### config.mk
export PLATFORM = sky130hd
export DESIGN_NAME = mem_arbiter_flat
export DESIGN_NICKNAME = d
export VERILOG_FILES = /design/src/rtl/mem_arb_pkg.sv /design/src/rtl/mem_arb_if.sv /design/src/rtl/mem_arb_rsp_pipe.sv /design/src/rtl/mem_arbiter.sv /design/src/flat_wrapper.sv
export SDC_FILE = /design/constraint.sdc
export NUM_CORES = 1
export LEC_CHECK = 0
export BUFFER_PORTS_ARGS = -buffer_cell sky130_fd_sc_hd__buf_4
export CORE_MARGIN = 10
export CORE_UTILIZATION = 48
export CTS_CLUSTER_SIZE = 28
export DETAILED_ROUTE_END_ITERATION = 16
export HOLD_SLACK_MARGIN = 0.15
export PLACE_DENSITY = 0.89
export SLEW_MARGIN = 20
export SYNTH_ARGS = -nofsm -noshare
export SYNTH_HDL_FRONTEND = slang
export SYNTH_SLANG_ARGS = --single-unit
### constraint.sdc
create_clock -name clock -period 2 [get_ports clock]
set_input_delay 0.2 -clock clock [delete_from_list [all_inputs] [get_ports clock]]
set_output_delay 0.2 -clock clock [all_outputs]
set_load 0.1 [all_outputs]
### src/rtl/mem_arb_pkg.sv
// Shared types and constants for the two-requester memory arbiter.
// Latency: n/a (types only).
// Backpressure: n/a.
package mem_arb_pkg;

  localparam int AW_DEF = 8;
  localparam int DW_DEF = 8;

  localparam logic REQ0 = 1'b0;
  localparam logic REQ1 = 1'b1;

  // Read tag travelling alongside the memory read: who asked, and whether anyone did.
  typedef struct packed {
    logic valid;
    logic id;
  } tag_t;

endpackage

### src/rtl/mem_arb_if.sv
// Request/response bundle for both requesters plus the memory-side ports.
// Latency: n/a (wires only).
// Backpressure: rK_ready is the only request backpressure; responses have none.
interface mem_arb_if
  import mem_arb_pkg::*;
#(
  parameter int AW = AW_DEF,
  parameter int DW = DW_DEF
);

  logic          r0_valid;
  logic          r0_ready;
  logic          r0_we;
  logic [AW-1:0] r0_addr;
  logic [DW-1:0] r0_wdata;
  logic          r0_rvalid;
  logic [DW-1:0] r0_rdata;

  logic          r1_valid;
  logic          r1_ready;
  logic          r1_we;
  logic [AW-1:0] r1_addr;
  logic [DW-1:0] r1_wdata;
  logic          r1_rvalid;
  logic [DW-1:0] r1_rdata;

  logic          mem_we;
  logic [AW-1:0] mem_wra;
  logic [DW-1:0] mem_wrd;
  logic [AW-1:0] mem_rda;
  logic [DW-1:0] mem_rdd;

  // Requester / memory side of the arbiter
  modport master (
    output r0_valid, r0_we, r0_addr, r0_wdata,
    input  r0_ready, r0_rvalid, r0_rdata,
    output r1_valid, r1_we, r1_addr, r1_wdata,
    input  r1_ready, r1_rvalid, r1_rdata,
    input  mem_we, mem_wra, mem_wrd, mem_rda,
    output mem_rdd
  );

  // Arbiter side
  modport slave (
    input  r0_valid, r0_we, r0_addr, r0_wdata,
    output r0_ready, r0_rvalid, r0_rdata,
    input  r1_valid, r1_we, r1_addr, r1_wdata,
    output r1_ready, r1_rvalid, r1_rdata,
    output mem_we, mem_wra, mem_wrd, mem_rda,
    input  mem_rdd
  );

endinterface

### src/rtl/mem_arb_rsp_pipe.sv
// Two-stage read-tag shift register and read-data demux back to the requester.
// Latency: response registered 2 clocks after the tag is presented.
// Backpressure: none; responses are one-cycle pulses that must be taken.
module mem_arb_rsp_pipe
  import mem_arb_pkg::*;
#(
  parameter int DW = DW_DEF
) (
  input  logic          clock,
  input  logic          reset,
  input  tag_t          tag_i,
  input  logic [DW-1:0] rdd_i,
  output logic          rvalid0_o,
  output logic [DW-1:0] rdata0_o,
  output logic          rvalid1_o,
  output logic [DW-1:0] rdata1_o
);

  tag_t          s1_q, s2_q;
  logic          rv0_q, rv1_q;
  logic [DW-1:0] rd0_q, rd1_q;
  logic          hit0, hit1;

  assign hit0 = s2_q.valid && (s2_q.id == REQ0);
  assign hit1 = s2_q.valid && (s2_q.id == REQ1);

  // Shift tags; stage 2 lines up with the memory's registered read data.
  always_ff @(posedge clock) begin
    if (reset) begin
      s1_q  <= '0;
      s2_q  <= '0;
      rv0_q <= 1'b0;
      rv1_q <= 1'b0;
      rd0_q <= '0;
      rd1_q <= '0;
    end else begin
      s1_q  <= tag_i;
      s2_q  <= s1_q;
      rv0_q <= hit0;
      rv1_q <= hit1;
      if (hit0) rd0_q <= rdd_i;
      if (hit1) rd1_q <= rdd_i;
    end
  end

  assign rvalid0_o = rv0_q;
  assign rdata0_o  = rd0_q;
  assign rvalid1_o = rv1_q;
  assign rdata1_o  = rd1_q;

endmodule

### src/rtl/mem_arbiter.sv
// Shares one write port and one read port of a sync memory between two requesters.
// Latency: mem_* registered at acceptance; read data returns 2 clocks after acceptance.
// Backpressure: combinational rK_ready; round-robin only on same-type contention.
module mem_arbiter
  import mem_arb_pkg::*;
#(
  parameter int AW = AW_DEF,
  parameter int DW = DW_DEF,
  parameter int CW = 16
) (
  input  logic          clock,
  input  logic          reset,
  input  logic          en,
  mem_arb_if.slave      bus,
  output logic [CW-1:0] conflicts
);

  logic          prio_q, prio_d;
  logic [CW-1:0] conf_q, conf_d;
  logic          gnt0, gnt1, contest;
  logic          mem_we_q, mem_we_d;
  logic [AW-1:0] mem_wra_q, mem_wra_d;
  logic [DW-1:0] mem_wrd_q, mem_wrd_d;
  logic [AW-1:0] mem_rda_q, mem_rda_d;
  tag_t          tag_d;

  // Grant decision: mixed read/write pairs both go; same-type pairs follow prio.
  always_comb begin
    gnt0    = 1'b0;
    gnt1    = 1'b0;
    contest = 1'b0;
    if (en && !reset) begin
      if (bus.r0_valid && bus.r1_valid && (bus.r0_we == bus.r1_we)) begin
        contest = 1'b1;
        gnt0    = (prio_q == REQ0);
        gnt1    = (prio_q == REQ1);
      end else begin
        gnt0 = bus.r0_valid;
        gnt1 = bus.r1_valid;
      end
    end
  end

  assign bus.r0_ready = gnt0;
  assign bus.r1_ready = gnt1;

  // Steer granted requests onto the memory ports; update prio and conflict count.
  always_comb begin
    prio_d    = prio_q;
    conf_d    = conf_q;
    mem_we_d  = 1'b0;
    mem_wra_d = mem_wra_q;
    mem_wrd_d = mem_wrd_q;
    mem_rda_d = mem_rda_q;
    tag_d     = '0;
    if (contest) begin
      prio_d = ~prio_q;
      if (conf_q != '1) conf_d = conf_q + 1'b1;
    end
    if (gnt0 && bus.r0_we) begin
      mem_we_d  = 1'b1;
      mem_wra_d = bus.r0_addr;
      mem_wrd_d = bus.r0_wdata;
    end else if (gnt1 && bus.r1_we) begin
      mem_we_d  = 1'b1;
      mem_wra_d = bus.r1_addr;
      mem_wrd_d = bus.r1_wdata;
    end
    if (gnt0 && !bus.r0_we) begin
      mem_rda_d = bus.r0_addr;
      tag_d     = '{valid: 1'b1, id: REQ0};
    end else if (gnt1 && !bus.r1_we) begin
      mem_rda_d = bus.r1_addr;
      tag_d     = '{valid: 1'b1, id: REQ1};
    end
  end

  // State and memory-port registers.
  always_ff @(posedge clock) begin
    if (reset) begin
      prio_q    <= REQ0;
      conf_q    <= '0;
      mem_we_q  <= 1'b0;
      mem_wra_q <= '0;
      mem_wrd_q <= '0;
      mem_rda_q <= '0;
    end else begin
      prio_q    <= prio_d;
      conf_q    <= conf_d;
      mem_we_q  <= mem_we_d;
      mem_wra_q <= mem_wra_d;
      mem_wrd_q <= mem_wrd_d;
      mem_rda_q <= mem_rda_d;
    end
  end

  assign bus.mem_we  = mem_we_q;
  assign bus.mem_wra = mem_wra_q;
  assign bus.mem_wrd = mem_wrd_q;
  assign bus.mem_rda = mem_rda_q;
  assign conflicts   = conf_q;

  mem_arb_rsp_pipe #(.DW(DW)) u_rsp_pipe (
    .clock     (clock),
    .reset     (reset),
    .tag_i     (tag_d),
    .rdd_i     (bus.mem_rdd),
    .rvalid0_o (bus.r0_rvalid),
    .rdata0_o  (bus.r0_rdata),
    .rvalid1_o (bus.r1_rvalid),
    .rdata1_o  (bus.r1_rdata)
  );

endmodule

### src/flat_wrapper.sv
// flat-port wrapper written by rule: the top's interface ports become plain ports
module mem_arbiter_flat import mem_arb_pkg::*;
#(
  parameter int AW = AW_DEF,
  parameter int DW = DW_DEF,
  parameter int CW = 16
)
  (clock, reset, en, conflicts, bus_r0_valid, bus_r0_we, bus_r0_addr, bus_r0_wdata, bus_r0_ready, bus_r0_rvalid, bus_r0_rdata, bus_r1_valid, bus_r1_we, bus_r1_addr, bus_r1_wdata, bus_r1_ready, bus_r1_rvalid, bus_r1_rdata, bus_mem_we, bus_mem_wra, bus_mem_wrd, bus_mem_rda, bus_mem_rdd);
  mem_arb_if #(.AW(AW), .DW(DW)) bus_i ();
  input  logic clock;
  input  logic reset;
  input  logic en;
  output logic [CW-1:0] conflicts;
  input wire logic [$bits(bus_i.r0_valid)-1:0] bus_r0_valid;
  input wire logic [$bits(bus_i.r0_we)-1:0] bus_r0_we;
  input wire logic [$bits(bus_i.r0_addr)-1:0] bus_r0_addr;
  input wire logic [$bits(bus_i.r0_wdata)-1:0] bus_r0_wdata;
  output wire logic [$bits(bus_i.r0_ready)-1:0] bus_r0_ready;
  output wire logic [$bits(bus_i.r0_rvalid)-1:0] bus_r0_rvalid;
  output wire logic [$bits(bus_i.r0_rdata)-1:0] bus_r0_rdata;
  input wire logic [$bits(bus_i.r1_valid)-1:0] bus_r1_valid;
  input wire logic [$bits(bus_i.r1_we)-1:0] bus_r1_we;
  input wire logic [$bits(bus_i.r1_addr)-1:0] bus_r1_addr;
  input wire logic [$bits(bus_i.r1_wdata)-1:0] bus_r1_wdata;
  output wire logic [$bits(bus_i.r1_ready)-1:0] bus_r1_ready;
  output wire logic [$bits(bus_i.r1_rvalid)-1:0] bus_r1_rvalid;
  output wire logic [$bits(bus_i.r1_rdata)-1:0] bus_r1_rdata;
  output wire logic [$bits(bus_i.mem_we)-1:0] bus_mem_we;
  output wire logic [$bits(bus_i.mem_wra)-1:0] bus_mem_wra;
  output wire logic [$bits(bus_i.mem_wrd)-1:0] bus_mem_wrd;
  output wire logic [$bits(bus_i.mem_rda)-1:0] bus_mem_rda;
  input wire logic [$bits(bus_i.mem_rdd)-1:0] bus_mem_rdd;
  assign bus_i.r0_valid = bus_r0_valid;
  assign bus_i.r0_we = bus_r0_we;
  assign bus_i.r0_addr = bus_r0_addr;
  assign bus_i.r0_wdata = bus_r0_wdata;
  assign bus_r0_ready = bus_i.r0_ready;
  assign bus_r0_rvalid = bus_i.r0_rvalid;
  assign bus_r0_rdata = bus_i.r0_rdata;
  assign bus_i.r1_valid = bus_r1_valid;
  assign bus_i.r1_we = bus_r1_we;
  assign bus_i.r1_addr = bus_r1_addr;
  assign bus_i.r1_wdata = bus_r1_wdata;
  assign bus_r1_ready = bus_i.r1_ready;
  assign bus_r1_rvalid = bus_i.r1_rvalid;
  assign bus_r1_rdata = bus_i.r1_rdata;
  assign bus_mem_we = bus_i.mem_we;
  assign bus_mem_wra = bus_i.mem_wra;
  assign bus_mem_wrd = bus_i.mem_wrd;
  assign bus_mem_rda = bus_i.mem_rda;
  assign bus_i.mem_rdd = bus_mem_rdd;
  mem_arbiter #(.AW(AW), .DW(DW), .CW(CW)) u_core (.clock(clock), .reset(reset), .en(en), .bus(bus_i), .conflicts(conflicts));
endmodule
==> results of run 1 <==
## cells in the mapped netlist (3+ instances only)
cell type,count,share of area
a211oi_1,8,0.022
a21oi_1,24,0.045
a31oi_1,3,0.0070
and2_1,4,0.0093
and3_1,3,0.0070
buf_1,5,0.0070
buf_2,5,0.0093
clkbuf_1,9,0.013
dfxtp_1,64,0.48
inv_1,16,0.022
mux2_2,3,0.013
nand2_1,33,0.046
nand3_1,13,0.024
nand4_1,6,0.014
nor2_1,42,0.059
nor2b_1,6,0.014
nor3_1,3,0.0056
nor4_1,5,0.012
o21ai_0,3,0.0056
o221ai_1,16,0.052
o22ai_1,8,0.019
o31ai_1,4,0.011
or4_1,4,0.011
## placed cells by master, fill, tap and decap left out, types with 5 or more instances in the layout
cell type        n
inv_1           16
nor2_1          42
dfxtp_1         49
dlygate4sd3_1   24
buf_4          114
o22ai_1          8
nor2b_1          6
clkbuf_8        10
a211oi_1         8
o221ai_1        16
nand2_1         33
nor4_1           5
nand3_1         13
dfxtp_2         13
a21oi_1         24
nand4_1          6
## where the power goes
part	internal [mW]	switching, mW
logic	0.172	0.370
registers	1.31	0.0229
clock network	0.602	0.472
## area by class of cell
cell class,instances,area share
flip-flops and latches,64,0.325
multi-input cells,214,0.318
repair buffers,138,0.273
clock buffers,12,0.0361
well taps,72,0.0224
inverters,17,0.0159
clock inverters,3,0.0106
## kinds of logic after synthesis
kind of cell / synth area share
buffers and inverters: 0.0528
adder cells (fa/ha/maj): 0.00467
AND/OR/NAND/NOR: 0.231
flip-flops: 0.478
XOR/XNOR: 0.00934
multiplexers: 0.0163
AO/OA/AOI/OAI: 0.207
## registers in the layout (all words and copies together), names as in the netlist
register	flops
u_core.conflicts	16
u_core.bus.mem_wra	8
u_core.u_rsp_pipe.rdata0_o	8
u_core.bus.mem_wrd	8
u_core.u_rsp_pipe.s2_q	2
u_core.bus.mem_rda	8
u_core.u_rsp_pipe.rdata1_o	8
u_core.u_rsp_pipe.rvalid1_o	1
u_core.u_rsp_pipe.rvalid0_o	1
u_core.u_rsp_pipe.s1_q	2
u_core.bus.mem_we	1
u_core.prio_q	1
## worst reg2reg max path, stage by stage (launching register included)
cell and delay (ns):
dfxtp_4 0.36, ha_1 0.26, and3_1 0.21, nand3_1 0.14, buf_4 0.19, a2111oi_0 0.38, nor3_1 0.09
## routing by layer
metal / GRT usage / vias up / part of all wire / wire (µm)
li1: - / 1397 / - / -
met1: 0.205 / 1360 / 0.38 / 3330
met2: 0.328 / 141 / 0.49 / 4270
met3: 0.0769 / 16 / 0.11 / 917
met4: 0.0823 / 0 / 0.017 / 146
met5: 0 / - / 0 / 0
## worst max path at each step
stage / from / to / slack, ns / cells after the start
3_5_place_dp: u_core.prio_q / u_core.bus.mem_wra[3] / 0.16 / 3
6_report: u_core.conflicts[0] / u_core.conflicts[8] / 0.24 / 6
3_3_place_gp: reset / u_core.conflicts[5] / 0.23 / 5
4_1_cts: u_core.prio_q / u_core.bus.mem_wra[3] / 0.16 / 3
2_1_floorplan: u_core.conflicts[15] / u_core.conflicts[2] / 0.002 / 4
5_1_grt: u_core.conflicts[1] / u_core.conflicts[12] / 0.04 / 5
## metrics by stage
step	cells	util	total power [mW]	hold WS [ns]	worst slack [ns]
global route	520	0.734	3.05	0.201	0.0394
finish	520	0.734	2.94	0.188	0.236
floorplan	314	-	1.69	0.321	0.00167
CTS	520	0.733	2.95	0.174	0.161
global placement	481	0.654	1.84	0.405	0.229
detailed placement	481	0.654	1.85	0.414	0.164
## timing repair
action                    4_1_cts  5_1_grt
resized for setup               0        0
hold buffers                   24        0
hold endpoints to repair       31        0
==> flow_summary.yaml, run 1 <==
clocking:
  clk_latency_ns: 0.33
  clock_sinks: 64
  cts_tree: "done"
  cts-root-buf: "clkbuf_8"
  cts_made_buffers: 9
  htree_levels: 3
  clk_pin_slew_ns: 0.07
  cts_setup_buffers: 0
  cts.path.max_buffers: 2
final_layout:
  drive_above_1_share: 0.337
  n_fill_cell: 404
  antenna_cells: 0
  area_delta_synth_final_pct: 50.0
  fin_nets: 492
  postLayoutCellArea_um2: 4020
  seqCellArea_um2: 1310
  multiInputGateArea_um2: 1280
synth:
  yosysUniqueCellTypes: 43
  synth_area_per_cell_um2: 8.53
  postSynthNetCount: 362
  synth-edff-count: 0
  netlist_area_um2: 2680
  yosys_warnings: 0
  synthesis.instances: 314
  synthFlopType: "dfxtp_1"
  synth_seq_cells: 64
  ys_seq_area_frac: 0.478
  async_flop_share: 0
floorplanning:
  initial_core_util: 0.489
  core_um2: 5470
  die_w_um: 94.7
  num_io_pins: 108
  dieArea_um2: 8970
  die_h_um: 94.7
  num_rows: 27
critical_path:
  worst-path-max-fanout: 7
  crit_slowest_cell: "a2111oi_0"
  path_cells: "ha_1 -> and3_1 -> nand3_1 -> buf_4 -> a2111oi_0 -> nor3_1"
  end_kind: "register"
  critical_path.top_delay_family: "simple AND/OR/NAND/NOR gates"
  max_stage_delay_ns: 0.38
  r2r_end: "u_core.conflicts[8]"
  reg2reg_depth: 6
  reg2reg_from: "u_core.conflicts[0]"
  critPathBufInv: 1
  critical_path_class: "register to register"
  required_ns: 2.20
  worstSetupStartpointType: "register"
  crit_arrival_ns: 1.96
  reg2reg_slack_ns: 0.24
global_routing:
  grt.total_usage: 0.192
  grt-ovfl-total: 0
  grt_pass1_vias: 2866
  grt_start_max_net_pins: 47
  antenna_found_initial: 0
  grt_pass1_wl_um: 13900
pwr:
  p_leak_nw: 1.66
  vdd_ir_drop_max_uv: 558
  powerDensity_nw_per_um2: 733
min_path:
  holdPathStages: 3
  hp-class: "input pin to register"
  hp-start: "bus_r1_wdata[7]"
  min_to: "u_core.bus.mem_wrd[7]"
drt:
  num_vias: 2914
  via_per_inst: 5.60
  postRouteAntennaNets: 0
  drt_pass1_iterations: 5
  finalWirelength_um: 8670
  wl_per_cell_um: 16.7
  drc: 0
  drt_iter0_drc: 172
sta:
  tightest_slew_ns: 0.764
  rsz0062_at_grt: "no"
  timing.fmax_mhz: 567
  timing.final.crit_share: 0.882
  setup_viol: 0
  slew_headroom: 0.489
  slew_viol_final: 0
  period_needed_ns: 1.76
  timing.setup.tns_ns: 0
  skew_ns: 0.00472
  hold_viol: 0
flow_run:
  maxCapViolCount: 0
placed_design:
  placed_area_um2: 3580
  io_buffers: 107
  hpwlAfterDp_um: 5940
  globalplace.congestion: 0.860
run_status:
  status: "completed"
No activity file was read; power rests on OpenSTA's default activity.
==> run 2: changes to the inputs <==
--- a/constraint.sdc
+++ b/constraint.sdc
@@ -3,2 +3,2 @@
 set_output_delay 0.2 -clock clock [all_outputs]
-set_load 0.1 [all_outputs]
+set_load 0.005 [all_outputs]
==> run 2 against run 1 <==
Combinational power down 46%. Total power down 11%. Wire length up 3.0%. Fmax down 5.2%. Critical endpoint is now u_core.conflicts[12]. Final cell count down 0.19%. First-iteration DRC count down 61%. Die area unchanged. Hold slack worse by 0.0064 ns. Via count down 1.3%. Sequential power about the same.
==> flow_summary.yaml, run 2 (synthesized netlist as in run 1, its figures left out) <==
floorplanning:
  num_io_pins: 108
  initial_core_util: 0.489
  die_w_um: 94.7
  num_rows: 27
  dieArea_um2: 8970
  die_h_um: 94.7
  core_um2: 5470
global_routing:
  grt_pass1_wl_um: 13900
  grt_pass1_vias: 2929
  grt_start_max_net_pins: 47
  grt-ovfl-total: 0
  antenna_found_initial: 0
  grt.total_usage: 0.194
drt:
  postRouteAntennaNets: 0
  drc: 0
  top_layer: "met4"
  num_vias: 2875
  drt_pass1_iterations: 4
  via_per_inst: 5.54
  drt_iter0_drc: 67
  finalWirelength_um: 8930
  m1WireLength_um: 3530
  dr_wl_met2_um: 4450
  wl_per_cell_um: 17.2
  wl_met3_um: 709
final_layout:
  fin_nets: 491
  area_delta_synth_final_pct: 48.0
  mostFrequentLayoutCell: "buf_4"
  antenna_cells: 0
  postLayoutCoreUtil: 0.724
  drive_above_1_share: 0.300
  largest_reg_flops: 16
  n_fill_cell: 429
  final_cell_mix: "113 x buf_4, 64 x dfxtp_1, 42 x nor2_1"
sta:
  skew_ns: 0.00769
  slew_headroom: 0.508
  setup_viol: 0
  period_needed_ns: 1.86
  tightest_slew_ns: 0.736
  timing.final.crit_share: 0.931
  hold_viol: 0
  slew_viol_final: 0
  timing.fmax_mhz: 537
pwr:
  powerDensity_nw_per_um2: 659
  p_leak_nw: 1.64
  power_frac_seq: 0.510
  p_int_mw: 1.98
  swShare: 0.241
  switchingPower_mw: 0.629
  power_mw: 2.61
  clockPowerShare: 0.377
  vdd_ir_drop_max_uv: 499
  comb_power_share: 0.113
min_path:
  min_to: "u_core.bus.mem_wrd[2]"
  holdPathStages: 3
  hp-start: "bus_r1_wdata[2]"
  hp-class: "input pin to register"
critical_path:
  reg2reg_from: "u_core.conflicts[0]"
  critPathBufInv: 0
  end_kind: "register"
  r2r_end: "u_core.conflicts[12]"
  worst-path-max-fanout: 6
  required_ns: 2.22
  reg2reg_depth: 5
  reg2reg_slack_ns: 0.14
  max_stage_delay_ns: 0.39
  crit_arrival_ns: 2.09
  critical_path.top_delay_family: "simple AND/OR/NAND/NOR gates"
  worstSetupStartpointType: "register"
  critical_path_class: "register to register"
  path_cells: "ha_1 -> and3_1 -> nand3_1 -> nor4b_1 -> mux2_2"
  crit_slowest_cell: "dfxtp_1"
placed_design:
  hpwlAfterDp_um: 6030
  io_buffers: 107
  globalplace.congestion: 0.853
clocking:
  cts-root-buf: "clkbuf_8"
  clk_latency_ns: 0.33
  cts.path.max_buffers: 2
  cts_setup_buffers: 0
  clk_pin_slew_ns: 0.07
  cts_tree: "done"
  cts_made_buffers: 9
  clock_sinks: 64
  htree_levels: 3
flow_run:
  maxCapViolCount: 0
run_status:
  status: "completed"
-- run 2: changes by cell type in the layout (fill, tap and decap cells not counted), sizes merged --
cell	previous run	this run
buf	114	113
clkinv	1	2
bufinv	1	0
-- run 2: how the worst max path moves through the flow --
stage	startpoint	endpoint	slack [ns]	cells past startpoint
3_5_place_dp	bus_r1_we	u_core.conflicts[5]	0.13	5
4_1_cts	u_core.conflicts[0]	u_core.conflicts[8]	0.12	6
5_1_grt	u_core.conflicts[0]	u_core.conflicts[8]	-0.004	6
3_3_place_gp	bus_r1_we	u_core.conflicts[7]	0.21	5
6_report	u_core.conflicts[0]	u_core.conflicts[12]	0.14	5
2_1_floorplan	u_core.conflicts[0]	u_core.conflicts[12]	0.27	5
-- run 2: layer usage --
metal	vias to the layer above	GRT usage
li1	1397	-
met1	1357	0.201
met2	100	0.341
met3	21	0.0706
met4	0	0.0948
met5	-	0
-- run 2: metrics by stage --
step           setup TNS (ns)  cells  instance area (µm²)  worst slack (ns)  hold slack, ns
2_1_floorplan               0    314                 2680             0.269           0.321
3_3_place_gp                0    480                 3540             0.214           0.406
3_5_place_dp                0    480                 3540             0.130           0.413
4_1_cts                     0    519                 3950             0.118           0.168
5_1_grt              -0.00417    519                 3960          -0.00417           0.198
6_report                    0    519                 3960             0.139           0.182
-- run 2: power groups by stage --
stage / Clock (mW) / Sequential [mW] / Combinational (mW)
after CTS: 1.00 / 1.33 / 0.289
final: 0.985 / 1.33 / 0.295
after detailed placement: 0 / 1.36 / 0.250
after global routing: 1.04 / 1.33 / 0.318
after floorplan: 0 / 1.36 / 0.0926
after global placement: 0 / 1.36 / 0.243
-- run 2: cell type report --
| class | instances | area (µm²) | share of cell area |
|---|---|---|---|
| multi-input combinational | 214 | 1270 | 0.320 |
| timing repair buffer | 137 | 1090 | 0.275 |
| sequential | 64 | 1280 | 0.323 |
| clock inverter | 3 | 17.5 | 0.00442 |
| inverter | 17 | 63.8 | 0.0161 |
| tap | 72 | 90.1 | 0.0227 |
| clock buffer | 12 | 155 | 0.0391 |
-- run 2: repair_timing --
action / 4_1_cts / 5_1_grt
gates resized for setup: 0 / 2
hold buffers: 24 / 0
setup endpoints to repair: 0 / 2
endpoints found under the hold margin: 32 / 0
-- run 2: worst register-to-register path, stage by stage (launching register included) --
cell     delay [ns]
dfxtp_1        0.39
ha_1           0.30
and3_1         0.23
nand3_1        0.15
nor4b_1        0.32
mux2_2         0.37
